==> src/rtl/red_pitaya_pid_pkg.sv <==
// ============================================================================
// Module   : red_pitaya_pid_pkg
// Brief    : Shared constants, register offsets and state encoding for the
//            PID output conditioner.
// Revision : 1.0 - initial release
// ============================================================================
`default_nettype none

package red_pitaya_pid_pkg;

   localparam int DW_DEF   = 14;
   localparam int PREW_DEF = 16;
   localparam int CNTW_DEF = 16;

   localparam logic [19:0] ADDR_CTRL   = 20'h00;
   localparam logic [19:0] ADDR_STATUS = 20'h04;
   localparam logic [19:0] ADDR_LO_A   = 20'h10;
   localparam logic [19:0] ADDR_HI_A   = 20'h14;
   localparam logic [19:0] ADDR_STEP_A = 20'h18;
   localparam logic [19:0] ADDR_PRE_A  = 20'h1C;
   localparam logic [19:0] ADDR_CH_OFS = 20'h10;
   localparam logic [19:0] ADDR_CNT_A  = 20'h30;
   localparam logic [19:0] ADDR_CNT_B  = 20'h34;

   typedef enum logic [1:0] {
      ST_TRACK = 2'd0,
      ST_SLEW  = 2'd1,
      ST_HOLD  = 2'd2
   } state_t;

endpackage

`default_nettype wire

==> src/rtl/red_pitaya_pid_outcond_if.sv <==
// ============================================================================
// Module   : red_pitaya_pid_outcond_if
// Brief    : System bus bundle used to reach the conditioner register file.
// Revision : 1.0 - initial release
// ============================================================================
`default_nettype none

interface red_pitaya_pid_outcond_if;
   logic [31:0] sys_addr;
   logic [31:0] sys_wdata;
   logic        sys_wen;
   logic        sys_ren;
   logic [31:0] sys_rdata;
   logic        sys_err;
   logic        sys_ack;

   modport master (
      output sys_addr, sys_wdata, sys_wen, sys_ren,
      input  sys_rdata, sys_err, sys_ack
   );

   modport slave (
      input  sys_addr, sys_wdata, sys_wen, sys_ren,
      output sys_rdata, sys_err, sys_ack
   );
endinterface

`default_nettype wire

==> src/rtl/red_pitaya_outcond_ch.sv <==
// ============================================================================
// Module   : red_pitaya_outcond_ch
// Brief    : One conditioner channel: clamp, prescaled slew limiter, hold,
//            tracking state and clamp-event counter.
// Revision : 1.0 - initial release
// ============================================================================
`default_nettype none

module red_pitaya_outcond_ch
   import red_pitaya_pid_pkg::*;
#(
   parameter int DW   = DW_DEF,
   parameter int PREW = PREW_DEF,
   parameter int CNTW = CNTW_DEF
) (
   input  logic                 clk,
   input  logic                 rstn,
   input  logic signed [DW-1:0] din,
   input  logic signed [DW-1:0] lo,
   input  logic signed [DW-1:0] hi,
   input  logic        [DW-1:0] step,
   input  logic      [PREW-1:0] pre,
   input  logic                 pre_wr,
   input  logic                 hold,
   input  logic                 clr,
   output logic signed [DW-1:0] dout,
   output state_t               state,
   output logic      [CNTW-1:0] cnt
);

   logic signed [DW-1:0] tgt;
   logic signed [DW-1:0] tgt_nxt;
   logic signed [DW-1:0] out_nxt;
   logic signed [DW-1:0] moved;
   logic signed [DW:0]   diff;
   logic        [DW:0]   mag;
   logic      [PREW-1:0] pcnt;
   logic                 tick;
   logic                 ev;

   always_comb begin
      ev = (din < lo) || (din > hi);
      // An inverted window collapses onto lo.
      if (lo > hi)
         tgt_nxt = lo;
      else if (din < lo)
         tgt_nxt = lo;
      else if (din > hi)
         tgt_nxt = hi;
      else
         tgt_nxt = din;
   end

   always_comb begin
      tick = (pcnt == pre);
      diff = {tgt[DW-1], tgt} - {dout[DW-1], dout};
      mag  = diff[DW] ? -diff : diff;
      // A full step never overshoots tgt, so DW-bit arithmetic cannot wrap.
      if (mag <= {1'b0, step})
         moved = tgt;
      else if (diff[DW])
         moved = dout - step;
      else
         moved = dout + step;

      if (hold)
         out_nxt = dout;
      else if (step == '0)
         out_nxt = tgt;
      else if (tick)
         out_nxt = moved;
      else
         out_nxt = dout;
   end

   always_ff @(posedge clk or negedge rstn) begin
      if (!rstn) begin
         tgt   <= '0;
         pcnt  <= '0;
         dout  <= '0;
         cnt   <= '0;
         state <= ST_TRACK;
      end else begin
         tgt  <= tgt_nxt;
         dout <= out_nxt;

         if (pre_wr || tick)
            pcnt <= '0;
         else
            pcnt <= pcnt + 1'b1;

         if (clr)
            cnt <= '0;
         else if (ev && !(&cnt))
            cnt <= cnt + 1'b1;

         if (hold)
            state <= ST_HOLD;
         else if (out_nxt == tgt_nxt)
            state <= ST_TRACK;
         else
            state <= ST_SLEW;
      end
   end

endmodule

`default_nettype wire

==> src/rtl/red_pitaya_pid_outcond.sv <==
// ============================================================================
// Module   : red_pitaya_pid_outcond
// Brief    : Two-channel PID output conditioner with bus register file.
// Revision : 1.0 - initial release
// ============================================================================
`default_nettype none

module red_pitaya_pid_outcond
   import red_pitaya_pid_pkg::*;
#(
   parameter int DW   = DW_DEF,
   parameter int PREW = PREW_DEF,
   parameter int CNTW = CNTW_DEF
) (
   input  logic                 clk_i,
   input  logic                 rstn_i,
   input  logic signed [DW-1:0] dat_a_i,
   input  logic signed [DW-1:0] dat_b_i,
   output logic signed [DW-1:0] dat_a_o,
   output logic signed [DW-1:0] dat_b_o,
   red_pitaya_pid_outcond_if.slave sys
);

   logic signed [DW-1:0] lo   [2];
   logic signed [DW-1:0] hi   [2];
   logic        [DW-1:0] step [2];
   logic      [PREW-1:0] pre  [2];
   logic                 hold [2];
   logic signed [DW-1:0] din  [2];
   logic signed [DW-1:0] dout [2];
   state_t               st   [2];
   logic      [CNTW-1:0] cnt  [2];
   logic                 pre_wr [2];
   logic                 clr;
   logic        [19:0]   addr;
   logic        [31:0]   rd;
   logic                 unused_bits;

   assign addr        = sys.sys_addr[19:0];
   assign unused_bits = ^{sys.sys_addr[31:20], sys.sys_wdata[31:PREW]};
   assign sys.sys_err = 1'b0;
   assign din[0]      = dat_a_i;
   assign din[1]      = dat_b_i;
   assign dat_a_o     = dout[0];
   assign dat_b_o     = dout[1];

   always_ff @(posedge clk_i or negedge rstn_i) begin
      if (!rstn_i) begin
         for (int c = 0; c < 2; c++) begin
            lo[c]   <= {1'b1, {(DW-1){1'b0}}};
            hi[c]   <= {1'b0, {(DW-1){1'b1}}};
            step[c] <= '0;
            pre[c]  <= '0;
            hold[c] <= 1'b0;
         end
         clr <= 1'b0;
      end else begin
         clr <= sys.sys_wen && (addr == ADDR_CTRL) && sys.sys_wdata[4];
         if (sys.sys_wen && (addr == ADDR_CTRL)) begin
            hold[0] <= sys.sys_wdata[0];
            hold[1] <= sys.sys_wdata[1];
         end
         for (int c = 0; c < 2; c++) begin
            if (sys.sys_wen && (addr == ADDR_LO_A + ADDR_CH_OFS * 20'(c)))
               lo[c] <= sys.sys_wdata[DW-1:0];
            if (sys.sys_wen && (addr == ADDR_HI_A + ADDR_CH_OFS * 20'(c)))
               hi[c] <= sys.sys_wdata[DW-1:0];
            if (sys.sys_wen && (addr == ADDR_STEP_A + ADDR_CH_OFS * 20'(c)))
               step[c] <= sys.sys_wdata[DW-1:0];
            if (sys.sys_wen && (addr == ADDR_PRE_A + ADDR_CH_OFS * 20'(c)))
               pre[c] <= sys.sys_wdata[PREW-1:0];
         end
      end
   end

   always_comb begin
      rd = '0;
      case (addr)
         ADDR_CTRL:   rd = {30'd0, hold[1], hold[0]};
         ADDR_STATUS: rd = {28'd0, st[1], st[0]};
         ADDR_LO_A:   rd = {{(32-DW){lo[0][DW-1]}}, lo[0]};
         ADDR_HI_A:   rd = {{(32-DW){hi[0][DW-1]}}, hi[0]};
         ADDR_STEP_A: rd = {{(32-DW){1'b0}}, step[0]};
         ADDR_PRE_A:  rd = {{(32-PREW){1'b0}}, pre[0]};
         ADDR_LO_A + ADDR_CH_OFS:   rd = {{(32-DW){lo[1][DW-1]}}, lo[1]};
         ADDR_HI_A + ADDR_CH_OFS:   rd = {{(32-DW){hi[1][DW-1]}}, hi[1]};
         ADDR_STEP_A + ADDR_CH_OFS: rd = {{(32-DW){1'b0}}, step[1]};
         ADDR_PRE_A + ADDR_CH_OFS:  rd = {{(32-PREW){1'b0}}, pre[1]};
         ADDR_CNT_A:  rd = {{(32-CNTW){1'b0}}, cnt[0]};
         ADDR_CNT_B:  rd = {{(32-CNTW){1'b0}}, cnt[1]};
         default:     rd = '0;
      endcase
   end

   always_ff @(posedge clk_i or negedge rstn_i) begin
      if (!rstn_i) begin
         sys.sys_ack   <= 1'b0;
         sys.sys_rdata <= '0;
      end else begin
         sys.sys_ack <= sys.sys_wen | sys.sys_ren;
         if (sys.sys_ren)
            sys.sys_rdata <= rd;
      end
   end

   for (genvar g = 0; g < 2; g++) begin : g_ch
      assign pre_wr[g] = sys.sys_wen && (addr == ADDR_PRE_A + ADDR_CH_OFS * 20'(g));

      red_pitaya_outcond_ch #(
         .DW   (DW),
         .PREW (PREW),
         .CNTW (CNTW)
      ) u_ch (
         .clk    (clk_i),
         .rstn   (rstn_i),
         .din    (din[g]),
         .lo     (lo[g]),
         .hi     (hi[g]),
         .step   (step[g]),
         .pre    (pre[g]),
         .pre_wr (pre_wr[g]),
         .hold   (hold[g]),
         .clr    (clr),
         .dout   (dout[g]),
         .state  (st[g]),
         .cnt    (cnt[g])
      );
   end

endmodule

`default_nettype wire
==> src/flat_wrapper.sv <==
// flat-port wrapper written by rule: the top's interface ports become plain ports
module red_pitaya_pid_outcond_flat import red_pitaya_pid_pkg::*;
#(
   parameter int DW   = DW_DEF,
   parameter int PREW = PREW_DEF,
   parameter int CNTW = CNTW_DEF
)
  (clk_i, rstn_i, dat_a_i, dat_b_i, dat_a_o, dat_b_o, sys_sys_addr, sys_sys_wdata, sys_sys_wen, sys_sys_ren, sys_sys_rdata, sys_sys_err, sys_sys_ack);
  red_pitaya_pid_outcond_if sys_i ();
  input  logic clk_i;
  input  logic rstn_i;
  input  logic signed [DW-1:0] dat_a_i;
  input  logic signed [DW-1:0] dat_b_i;
  output logic signed [DW-1:0] dat_a_o;
  output logic signed [DW-1:0] dat_b_o;
  input wire logic [$bits(sys_i.sys_addr)-1:0] sys_sys_addr;
  input wire logic [$bits(sys_i.sys_wdata)-1:0] sys_sys_wdata;
  input wire logic [$bits(sys_i.sys_wen)-1:0] sys_sys_wen;
  input wire logic [$bits(sys_i.sys_ren)-1:0] sys_sys_ren;
  output wire logic [$bits(sys_i.sys_rdata)-1:0] sys_sys_rdata;
  output wire logic [$bits(sys_i.sys_err)-1:0] sys_sys_err;
  output wire logic [$bits(sys_i.sys_ack)-1:0] sys_sys_ack;
  assign sys_i.sys_addr = sys_sys_addr;
  assign sys_i.sys_wdata = sys_sys_wdata;
  assign sys_i.sys_wen = sys_sys_wen;
  assign sys_i.sys_ren = sys_sys_ren;
  assign sys_sys_rdata = sys_i.sys_rdata;
  assign sys_sys_err = sys_i.sys_err;
  assign sys_sys_ack = sys_i.sys_ack;
  red_pitaya_pid_outcond #(.DW(DW), .PREW(PREW), .CNTW(CNTW)) u_core (.clk_i(clk_i), .rstn_i(rstn_i), .dat_a_i(dat_a_i), .dat_b_i(dat_b_i), .dat_a_o(dat_a_o), .dat_b_o(dat_b_o), .sys(sys_i));
endmodule
==> config.mk <==
export PLATFORM = sky130hd
export DESIGN_NAME = red_pitaya_pid_outcond_flat
export DESIGN_NICKNAME = d
export VERILOG_FILES = /design/src/rtl/red_pitaya_pid_pkg.sv /design/src/rtl/red_pitaya_pid_outcond_if.sv /design/src/rtl/red_pitaya_outcond_ch.sv /design/src/rtl/red_pitaya_pid_outcond.sv /design/src/flat_wrapper.sv
export SDC_FILE = /design/constraint.sdc
export NUM_CORES = 1
export LEC_CHECK = 0
export ABC_AREA = 0
export BUFFER_PORTS_ARGS = -buffer_cell sky130_fd_sc_hd__buf_4
export CAP_MARGIN = 20
export CORE_UTILIZATION = 30
export DETAILED_ROUTE_END_ITERATION = 10
export PLACE_DENSITY = 0.56
export SLEW_MARGIN = 20
export SYNTH_ARGS = -nofsm -noshare
export SYNTH_HDL_FRONTEND = slang
export SYNTH_SLANG_ARGS = --single-unit
export TNS_END_PERCENT = 100
==> constraint.sdc <==
create_clock -name clk_i -period 7.47 [get_ports clk_i]
set_clock_uncertainty 0.1 [all_clocks]
set_input_delay 0 -clock clk_i [delete_from_list [all_inputs] [get_ports clk_i]]
set_output_delay 0 -clock clk_i [all_outputs]
set_load 0.02 [all_outputs]
==> key figures <==
STA
  – RSZ-0062 raised after global routing: false
  – Fmax: approximately 0.15 GHz
  – Tcrit/Tclk final: 0.896
  – Worst slew pin tran: 1080 ps
  – TNS Setup: 0 ps
  – Setup violations, final: 0
  – Slew HR: 0.276
  – Min Tclk post-route: between 6000 and 7000 ps
  – Max-slew violations: 0
  – Final hold slack: -39.2 ps
  – Final hold vios: 31

Power and ir drop
  – P_sw: 1570 uW
  – Switching part of the total power: 0.338
  – Comb power frac: 0.305
  – Clock share of power: 0.358
  – Reg power frac: 0.337
  – PwrDens: a little under 200 nW/um^2
  – Int Pwr: 3060 uW
  – Worst vdd ir: 165 uV
  – P_leak: just over 0.01 uW

GRT
  – Initial antenna violation count: 2
  – Vias in the first global route: 17.3k
  – Gr ovfl total: 0
  – Largest net degree at the start of global routing: 145
  – Gr usage total: 0.201
  – Global-route wire length before repair: approximately 110000 um

Floorplanning
  – Die ar.: 68000 um^2
  – FP Rows: 94
  – Starting Density: 0.304
  – Core box area: 66000 um^2
  – Die X: between 200 and 300 um
  – # IOs: 158
  – Chip height: roughly 260 um

Synth
  – Mean post-synth cell area: 9.16 um^2
  – Synth Area in XOR/XNOR: 0.0777
  – Async SR Flop Fraction: 1.00
  – YS warnings: 0
  – Mux share of post-synthesis cell area: 0.0841
  – #FFs+latches synth: 261
  – Number of library cell types mapped by synthesis: 85
  – Post-synth EDFFs: 0
  – Synth Area in Compound Gates: 0.197
  – Synthesized instance count: 2191
  – Top_reg_cell synth: dfrtp_1
  – Syn Nets: about 2.5k
  – Register area share after synthesis: 0.327
  – Adder-cell share of the synthesized area: 0.111
  – Largest family of logic cells by synthesized area: compound AO/OA/AOI/OAI gates
  – Simple-Gate Fraction of Synth Area: 0.148
  – Cell Area, Synth: 20100 um^2

Flow run
  – Max cap viols: 0

Clocking
  – CTS Buf Count: 30
  – CTS root buf: clkbuf_16
  – Worst skew pair latency: 610 ps
  – Htree depth: 1
  – CTS resizes: 0
  – CTS tree: done
  – CTS Buffer Depth: 3
  – Clk pin slew, worst setup/hold paths: 60 ps
  – # clock sinks: 261

Setup path
  – Crit-path max FO: 15
  – Worst setup EP type: flop
  – Req. time, crit path: 7780 ps
  – Crit start category: flop
  – WP data arrival: 7000 ps
  – Crit Path Category: reg -> reg

Drt
  – Wl on met1: between 30000 and 40000 um
  – DR WL met3: 3990 um
  – Drt total wl: 69300 um
  – 1st-pass router iterations: 10
  – Iter 0 DRT Violations: 1363
  – Highest routed layer: met5
  – Vias after detailed routing: 17.9k
  – ANT nets after route: 0
  – Vias per inst: 5.56
  – WL per Instance: 21.5 um
  – # DRC: 36
  – Metal2 WL: ~32000 um

Place
  – Routability cong.: 0.932
  – Placed inst area: 21900 um^2
  – Post-DP HPWL: around 54000 um
  – PortBufs: about 130

Run status
  – Status: finished with violations
  – Failing checks: DRC, hold timing

Cells and area
  – Layout cell share with drive strength beyond 1: 0.160
  – Final Instance Area: 23500 um^2
  – Nets: between 2k and 3k
  – Synthesis-to-finish area growth: 17.2%

Hold path
  – Tightest Hold Check Type: in -> async
[layer usage]
metal	vias up	global-route usage
met5	-	0
met4	2	0.0687
met3	116	0.0244
met2	604	0.329
met1	8862	0.272
li1	8330	-
[per-stage QoR]
| step | std cells | worst slack (ps) | util | hold WS [ps] | power [uW] |
|---|---|---|---|---|---|
| 6_report | 3223 | 778 | 0.356 | -39.2 | 4630 |
| 3_5_place_dp | 3118 | 886 | 0.332 | 37.8 | 2950 |
| 4_1_cts | 3222 | 861 | 0.356 | 10.6 | 4650 |
| 5_1_grt | 3222 | 122 | 0.356 | 74.0 | 4870 |
| 2_1_floorplan | 2191 | 1720 | - | -396 | 2530 |
| 3_3_place_gp | 3118 | 1000 | 0.332 | 27.8 | 2920 |
[flip-flops by register name, summed over array words and instances, names as in the netlist, 2 cells and up]
register / flops
u_core.lo: 28
u_core.g_ch.u_ch.state: 4
u_core.g_ch.u_ch.cnt: 32
u_core.step: 28
u_core.hi: 28
u_core.g_ch.u_ch.dout: 28
u_core.pre: 32
u_core.g_ch.u_ch.pcnt: 32
u_core.hold: 2
u_core.sys.sys_rdata: 17
u_core.g_ch.u_ch.tgt: 28
[cells in the final DEF (no fill, tap or decap), types with 17 or more instances in the layout]
master         count
a211o_1           17
a211oi_1          29
a21o_1            31
a21oi_1           91
a221oi_1          22
a22o_1            19
a22oi_1           48
a31oi_1           20
a41o_1            17
and3_1            26
buf_4            151
clkbuf_16         30
dfrtp_1          232
dfstp_2           28
dlygate4sd3_1     48
ha_1             172
inv_1            184
mux2_2           117
mux2i_1           37
nand2_1          114
nand2b_1          22
nand3_1           49
nand4_1           49
nor2_1           174
nor2b_1           17
nor3_1            34
nor4_1            25
o21a_1            23
o21ai_0          107
or3_1             18
xnor2_1           90
xor2_1            88
[cells in the mapped netlist (15+ instances only)]
library cell	count	area, um^2
dfrtp_1	233	5830
inv_1	184	691
nor2_1	175	657
ha_1	172	2150
mux2_2	117	1320
nand2_1	114	428
o21ai_0	107	536
a21oi_1	91	455
xnor2_1	90	788
xor2_1	88	771
clkbuf_1	65	244
nand3_1	49	245
nand4_1	49	307
a22oi_1	48	360
mux2i_1	37	370
nor3_1	34	170
a21o_1	31	233
a211oi_1	29	218
dfstp_2	28	736
and3_1	26	163
nor4_1	25	156
o21a_1	23	173
a221oi_1	22	193
nand2b_1	22	138
a31oi_1	20	125
a22o_1	19	166
or3_1	18	113
a211o_1	17	149
a41o_1	17	170
nor2b_1	17	106
buf_4	16	120
o211ai_1	15	113
o31ai_1	15	113
[power by group through the flow]
stage	registers, uW	clock network [uW]	logic (uW)
2_1_floorplan	1560	0	973
3_3_place_gp	1580	0	1340
3_5_place_dp	1580	0	1370
4_1_cts	1550	1690	1400
5_1_grt	1570	1740	1560
6_report	1560	1660	1410
[kinds of logic after synthesis]
logic type / Yosys count
mux: 154
xor+xnor: 178
buf+inv: 274
simple gates: 591
other cells: 1
compound gates: 556
fa+ha+maj: 176
flops: 261
[worst max-delay path, cell delays in order (launching register included)]
cell       delay, ps
dfrtp_1          540
ha_1             230
inv_1             50
fa_1             400
a211oi_1         420
o21ai_0          250
nand4_1          200
a211oi_1         150
buf_4            230
nor2_1            90
a21oi_1           70
fa_1             490
a211oi_1         300
o21ai_0          180
a211oi_1         380
o31ai_1          140
a2111oi_0        670
o31a_1           230
o211ai_1         120
and4_1           250
or4_1            520
nor4_1           330
a41oi_1          180
[worst paths after layout]
path	start	endpoint	slack (ps)	cells past startpoint
min reg2reg	u_core.hi[4]	u_core.hi[4]	410	2
min in group clk_i	sys_sys_wdata[14]	u_core.pre[14]	100	3
max reg2reg	u_core.g_ch[1].u_ch.dout[0]	u_core.g_ch[1].u_ch.state[0]	780	22
max in group asynchronous	rstn_i	u_core.g_ch[1].u_ch.dout[13]	6000	3
min	rstn_i	u_core.sys.sys_rdata[3]	-40	2
max	u_core.g_ch[1].u_ch.dout[0]	u_core.g_ch[1].u_ch.state[0]	780	22
[layout make-up]
class,count,area [um^2]
multi-input combinational,1656,12400
fill,6655,42500
inverter,184,691
timing repair buffer,201,1650
sequential,261,6570
clock inverter,17,284
tap,864,1080
antenna,1,2.50
clock buffer,39,835
[repair_timing]
item | CTS | global route
endpoints found under the hold margin | 280 | 0
hold buffers | 48 | 0
setup buffers | 0 | 0
No activity file was read; power rests on OpenSTA's default activity.
